==> src/rtl/vga_pixel_arbiter.sv <==
// Pixel RAM arbiter: display fetch always wins the single port,
// host ops are held and issued in the first display-free cycle.
module vga_pixel_arbiter #(
  parameter int ADDR_W     = 12,
  parameter int DATA_W     = 12,
  parameter int STARVE_MAX = 800
) (
  input  logic              clk,
  input  logic              rst,
  input  logic              disp_req,
  input  logic [ADDR_W-1:0] disp_addr,
  output logic              disp_valid,
  output logic [DATA_W-1:0] disp_data,
  input  logic              host_valid,
  output logic              host_ready,
  input  logic              host_we,
  input  logic [ADDR_W-1:0] host_addr,
  input  logic [DATA_W-1:0] host_wdata,
  output logic              host_rvalid,
  output logic [DATA_W-1:0] host_rdata,
  output logic              mem_en,
  output logic              mem_we,
  output logic [ADDR_W-1:0] mem_addr,
  output logic [DATA_W-1:0] mem_wdata,
  input  logic [DATA_W-1:0] mem_rdata,
  output logic              starve,
  output logic [15:0]       host_ops
);

  localparam int CW = $clog2(STARVE_MAX + 1);
  localparam logic [CW-1:0] SMAX = CW'(STARVE_MAX);

  typedef enum logic [1:0] {
    IDLE,
    PEND,
    RDWAIT
  } state_t;

  state_t            state;
  logic              hold_we;
  logic [ADDR_W-1:0] hold_addr;
  logic [DATA_W-1:0] hold_wdata;
  logic [CW-1:0]     wait_cnt;
  logic [DATA_W-1:0] rdata_q;
  logic              host_issue;
  logic              ops_inc;

  assign host_ready  = (state == IDLE);
  assign host_rvalid = (state == RDWAIT);
  assign host_issue  = (state == PEND) & ~disp_req;
  assign ops_inc     = (host_issue & hold_we) | host_rvalid;

  assign mem_en    = disp_req | host_issue;
  assign mem_we    = host_issue & hold_we;
  assign mem_addr  = disp_req ? disp_addr : hold_addr;
  assign mem_wdata = hold_wdata;

  assign disp_data  = disp_valid ? mem_rdata : '0;
  assign host_rdata = host_rvalid ? mem_rdata : rdata_q;

  // display read returns data the cycle after it is issued
  always_ff @(posedge clk or negedge rst) begin
    if (!rst) begin
      disp_valid <= 1'b0;
    end else begin
      disp_valid <= disp_req;
    end
  end

  // host FSM: accept, wait out display traffic, issue, return read
  always_ff @(posedge clk or negedge rst) begin
    if (!rst) begin
      state      <= IDLE;
      hold_we    <= 1'b0;
      hold_addr  <= '0;
      hold_wdata <= '0;
      wait_cnt   <= '0;
      rdata_q    <= '0;
      starve     <= 1'b0;
      host_ops   <= '0;
    end else begin
      if (ops_inc) begin
        host_ops <= host_ops + 16'd1;
      end
      unique case (state)
        IDLE: begin
          if (host_valid) begin
            hold_we    <= host_we;
            hold_addr  <= host_addr;
            hold_wdata <= host_wdata;
            wait_cnt   <= '0;
            state      <= PEND;
          end
        end
        PEND: begin
          if (disp_req) begin
            if (wait_cnt != SMAX) begin
              wait_cnt <= wait_cnt + 1'b1;
              if (wait_cnt + 1'b1 == SMAX) begin
                starve <= 1'b1;
              end
            end
          end else begin
            state <= hold_we ? IDLE : RDWAIT;
          end
        end
        RDWAIT: begin
          rdata_q <= mem_rdata;
          state   <= IDLE;
        end
        default: state <= IDLE;
      endcase
    end
  end

endmodule

==> config.mk <==
export PLATFORM = sky130hd
export DESIGN_NAME = vga_pixel_arbiter
export DESIGN_NICKNAME = d
export VERILOG_FILES = /design/src/rtl/vga_pixel_arbiter.sv
export SDC_FILE = /design/constraint.sdc
export NUM_CORES = 1
export LEC_CHECK = 0
export ABC_AREA = 1
export BUFFER_PORTS_ARGS = -buffer_cell sky130_fd_sc_hd__clkbuf_2
export CORE_MARGIN = 5
export CORE_UTILIZATION = 50
export DETAILED_ROUTE_END_ITERATION = 10
export PLACE_DENSITY_LB_ADDON = 0.25
export RECOVER_POWER = 25
export SYNTH_ARGS = -nofsm -noshare
export SYNTH_HDL_FRONTEND = slang
export SYNTH_SLANG_ARGS = --single-unit
==> constraint.sdc <==
create_clock -name clk -period 2 [get_ports clk]
set_input_delay 0.4 -clock clk [delete_from_list [all_inputs] [get_ports clk]]
set_output_delay 0.4 -clock clk [all_outputs]
set_load 0.02 [all_outputs]
# Word level (Yosys, flattened, before mapping)
# Index checks and enable logic that the tools add are counted.
dict set report totals {
  regBits 67
  input_bits 53
  output_inout_bits 70
  wordCells 41
}
dict set report op_classes {
  n_addsub 2
  n_eq_ne 8
  muxes 11
  bitwise 5
  reduce_logical 6
}
# operator count
set ops {}
lappend ops {{$mux W12} 3}
lappend ops {{$mux W10} 3}
lappend ops {{$pmux W10 S2} 1}
lappend ops {{$add A16 B1 Y16 const B} 1}
lappend ops {{$add A10 B1 Y10 const B} 1}
lappend ops {{$eq A10 B10 Y1 const B} 1}
lappend ops {{$ne A10 B10 Y1 const B} 1}
lappend ops {{$reduce_and A4 Y1} 2}
lappend ops {{$mux W2} 3}
lappend ops {{$ne A2 B2 Y1 const B} 3}
lappend ops {{$pmux W2 S2} 1}
lappend ops {{$reduce_and A2 Y1} 2}
lappend ops {{$and A1 B1 Y1} 2}
lappend ops {{$eq A2 B1 Y1 const B} 1}
lappend ops {{$eq A2 B2 Y1 const B} 1}
lappend ops {{$logic_not A2 Y1} 1}
lappend ops {{$ne A2 B1 Y1 const B} 1}
lappend ops {{$or A1 B1 Y1} 2}
lappend ops {{$reduce_bool A2 Y1} 1}
lappend ops {{$not A1 Y1} 1}

# Logic depth before layout (Yosys ltp)
dict set report depth {
  word_depth 4
  ltp_mapped 10
}

# Least setup slack after synthesis
# Ideal clock, no wire load.
dict set report synth_timing {
  path_kind {register -> register}
  startpoint {reg host_ops[0]}
  endpoint {reg host_ops[8]}
  arrival_ns 1.482
  required_ns 1.876
  slack_ns 0.394
  path_stages_with_launch 9
  n_path_buf 0
  period_less_slack_ns 1.606
  cell_sequence {dfrtp_1 -> ha_1 -> nand2_1 -> nor2_1 -> nand2_1 -> nor2_1 -> nand2_1 -> nor3_1 -> a21oi_1}
}
dict set report synth_between {
  elab_chain_len 1
}
# item line_no
set synth_rtl {}
lappend synth_rtl {{start, declared} 27} ;# output logic [15:0] host_ops
lappend synth_rtl {{start signal, assigned} 83} ;# host_ops <= host_ops + 16'd1;
lappend synth_rtl {{$add A16 B1 Y16} 83}
# Every way passes these cells.
# A chain may end at the register's enable or synchronous reset.

# Final worst setup path
dict set report layout_timing {
  startpoint {reg state[0]}
  endpoint {out host_rdata[9]}
}
dict set report layout_between {
  elab_chain_len 2
}
# item line_no
set layout_rtl {}
lappend layout_rtl {{start, declared} 39} ;# state_t state;
lappend layout_rtl {{start signal, assigned} 104} ;# state <= hold_we ? IDLE : RDWAIT;
lappend layout_rtl {{$eq A2 B2 Y1} 49} ;# assign host_rvalid = (state == RDWAIT);
lappend layout_rtl {{$mux W12} --}
lappend layout_rtl {{end, declared} 20} ;# output logic [DATA_W-1:0] host_rdata,
# Every way passes these cells.

==> impl_results.md <==
- Synthesized net count: 460
- Count of standard-cell rows: 29
- Post-detailed-placement half-perimeter wirelength: 5.96 mm
- TritonCTS clock tree: built
- Number of placed I/O pins: 123
- Clock H-tree levels: 3
- Commonest non-fill, non-tap cell in the layout: sky130_fd_sc_hd__nand2_1
- Fin crit period: 1930 ps
- Placeable core region: 0.00646 mm²
- Number of maximum-capacitance constraint violations: 0
- Total GRT Usage: 0.201
- Register area share after synthesis: 0.499
- Number of inserted filler cells in the final layout: 536
- Slew Limit Headroom: 0.0256
- Final Hold Fails: 0
- Weighted congestion reported at the end of routability-driven placement: 0.910
- Max frequency: 0.519 GHz
- Congestion Overflow GR: 0
- Die Ht: 91.9 µm
- Run status: completed
- Antenna Violating Nets Remaining: 0
- Total of warnings raised by yosys: 0
- WHS: 286 ps
- Mean Syn Cell Area: 8.33 µm²
- Pin slew with the least headroom to its limit: 1460 ps
- Synthesized instance count: 403
- Power per cell area: 1330 mW/mm²
- Wire length of the first global-routing pass: 13.8 mm
- Yosys reg bits: 67
- Port-buffer cells: 122
- Effective utilization at floorplan: 0.520
- Sum of negative setup slack: 0 ps
- Crit Path Max Fanout: 10
- Crit path capture type: output port
- Number of global-route vias before repair: 3024
- Average routed wire per standard cell: 12.9 µm
- Critical path's largest stage delay: 450 ps
- Detailed-routing iteration count for the pre-antenna-repair pass: 4
- Crit path required time: 1600 ps
- Die W: 91.9 µm
- Non-Filler Cell Area, Final: 0.00430 mm²
- Ant diodes: 0
- Setup slack at placement: 303 ps
- Post-CTS clock slew at the launch and capture registers of the worst setup and hold paths: 80 ps
- CTS sink cnt: 67
- Wirelength, routed: 7.92 mm
- CTS buffer count: 9
- Placed cell areas: 0.00406 mm²
- Source-to-sink clock delay at the later pin of the worst-skew pair: 340 ps
- Die area: 0.00845 mm²
- Number of distinct library cell variants in the gate-level netlist after synthesis: 27
- Final worst slack: 74.1 ps
- Library cell contributing the largest single delay on the critical path: sky130_fd_sc_hd__dfrtp_1
- Clock Skew: 11.2 ps
- Starting DRC count in detailed routing: 101
- Via density per instance: 4.86
- Cell chain of the critical path: nor2_4, buf_4, nand2_1, nand2_1, clkbuf_2
- Vias after detailed routing: 2981
- Arrival time of data at the critical path endpoint: 1530 ps
- Most frequent cells in the layout: sky130_fd_sc_hd__nand2_1, sky130_fd_sc_hd__clkbuf_2, sky130_fd_sc_hd__dfrtp_1
- Clock root buffer master: sky130_fd_sc_hd__clkbuf_8
- Initial antenna violation count: 0
- Leakage dissipation: 2.33 nW
- Largest net degree at the start of global routing: 68
- Layout-stage area growth over the synthesis result: 28.0%
- DR DRC count: 0
- Bufs on Longest Clock Path: 2
- Share of final-layout standard cells stronger than drive strength 1: 0.339
- Post-synthesis instance area: 0.00336 mm²
- Final setup violation count: 0
- Most common cell type on the critical path: sky130_fd_sc_hd__nand2_1
- Total power consumption of the routed design: 0.00570 W
- Worst setup SP type: flop
- Min-Delay Path Class: input pin to flop
- Maximum resistive drop on vdd: 0.928 mV
- Category of the most critical setup path: flop to output port
- Pins over their slew limit: 0
- Number of nets in the finished design: 589
- Period utilisation layout: 0.963
-- final timing paths --
check	startpoint	end	slack (ps)	cells past startpoint
worst min register to register	starve	starve	460	2
max in group asynchronous	rst	state[1]	510	2
worst min-delay path	host_wdata[11]	mem_wdata[11]	290	2
worst max register to register	host_ops[0]	host_ops[8]	320	8
min in group asynchronous	rst	rdata_q[2]	510	2
worst max-delay path	state[0]	host_rdata[9]	70	5
-- critical path, delay by kind of cell, from the launching register on --
family | cells | cell delay (ps)
flops | 1 | 450
buf+inv | 2 | 380
simple gates | 3 | 370
-- sequential cells by signal, summed over array words and instances, names as in the netlist, 2 cells and up --
register,cells
rdata_q,12
mem_wdata,12
host_ops,16
wait_cnt,10
state,2
hold_addr,12
-- layout make-up --
cell class / count / area [µm²] / area share
repair buffers: 127 / 646 / 0.150
well taps: 77 / 96.3 / 0.0224
clock inverters: 3 / 68.8 / 0.0160
clock buffers: 13 / 169 / 0.0393
multi-input cells: 284 / 1470 / 0.343
flip-flops and latches: 67 / 1680 / 0.391
inverters: 43 / 164 / 0.0382
-- stage by stage --
stage | std cells | util
finish | 614 | 0.665
global route | 614 | 0.665
CTS | 613 | 0.665
detailed placement | 597 | 0.628
global placement | 597 | 0.628
floorplan | 403 | -
-- per-layer routing --
layer  track usage  vias to the layer above  wire (µm)
li1              -                     1523          -
met1         0.239                     1368       3320
met4        0.0780                        0        135
met3        0.0483                       12        473
met5             0                        -          0
met2         0.352                       78       3990
-- report_power, final --
part	switching, W	internal [W]
combinational	0.00141	0.000798
sequential	0.000334	0.00185
clock	0.000505	0.000808
total	0.00225	0.00345
-- synth_stat cells (all sizes together) --
library cell	n	share of area
nand2	163	0.19
dfrtp	67	0.50
inv	43	0.048
nor2	33	0.041
mux2	25	0.084
nand3	17	0.027
o21ai	16	0.024
nand4	7	0.013
xor2	7	0.021
buf	5	0.010
clkbuf	4	0.0045
ha	4	0.015
nor3	4	0.0060
xnor2	4	0.010
a21boi	1	0.0022
a21oi	1	0.0015
nand3b	1	0.0022
nor4	1	0.0019
-- cells by family after synthesis --
kind of cell	Yosys count	share of synthesized area
simple gates	226	0.280
flops	67	0.499
buf+inv	52	0.0630
mux	25	0.0839
compound gates	18	0.0276
xor+xnor	11	0.0309
fa+ha+maj	4	0.0149
-- timing repair --
| action | CTS | global route |
|---|---|---|
| resized for setup | 1 | 3 |
| setup buffers | 0 | 1 |
| hold endpoints to repair | 0 | 0 |
| pin swaps | 0 | 1 |
| hold buffers | 0 | 0 |
| endpoints found under the setup margin | 1 | 11 |
Note: power is estimated with default switching activity, not from simulation.
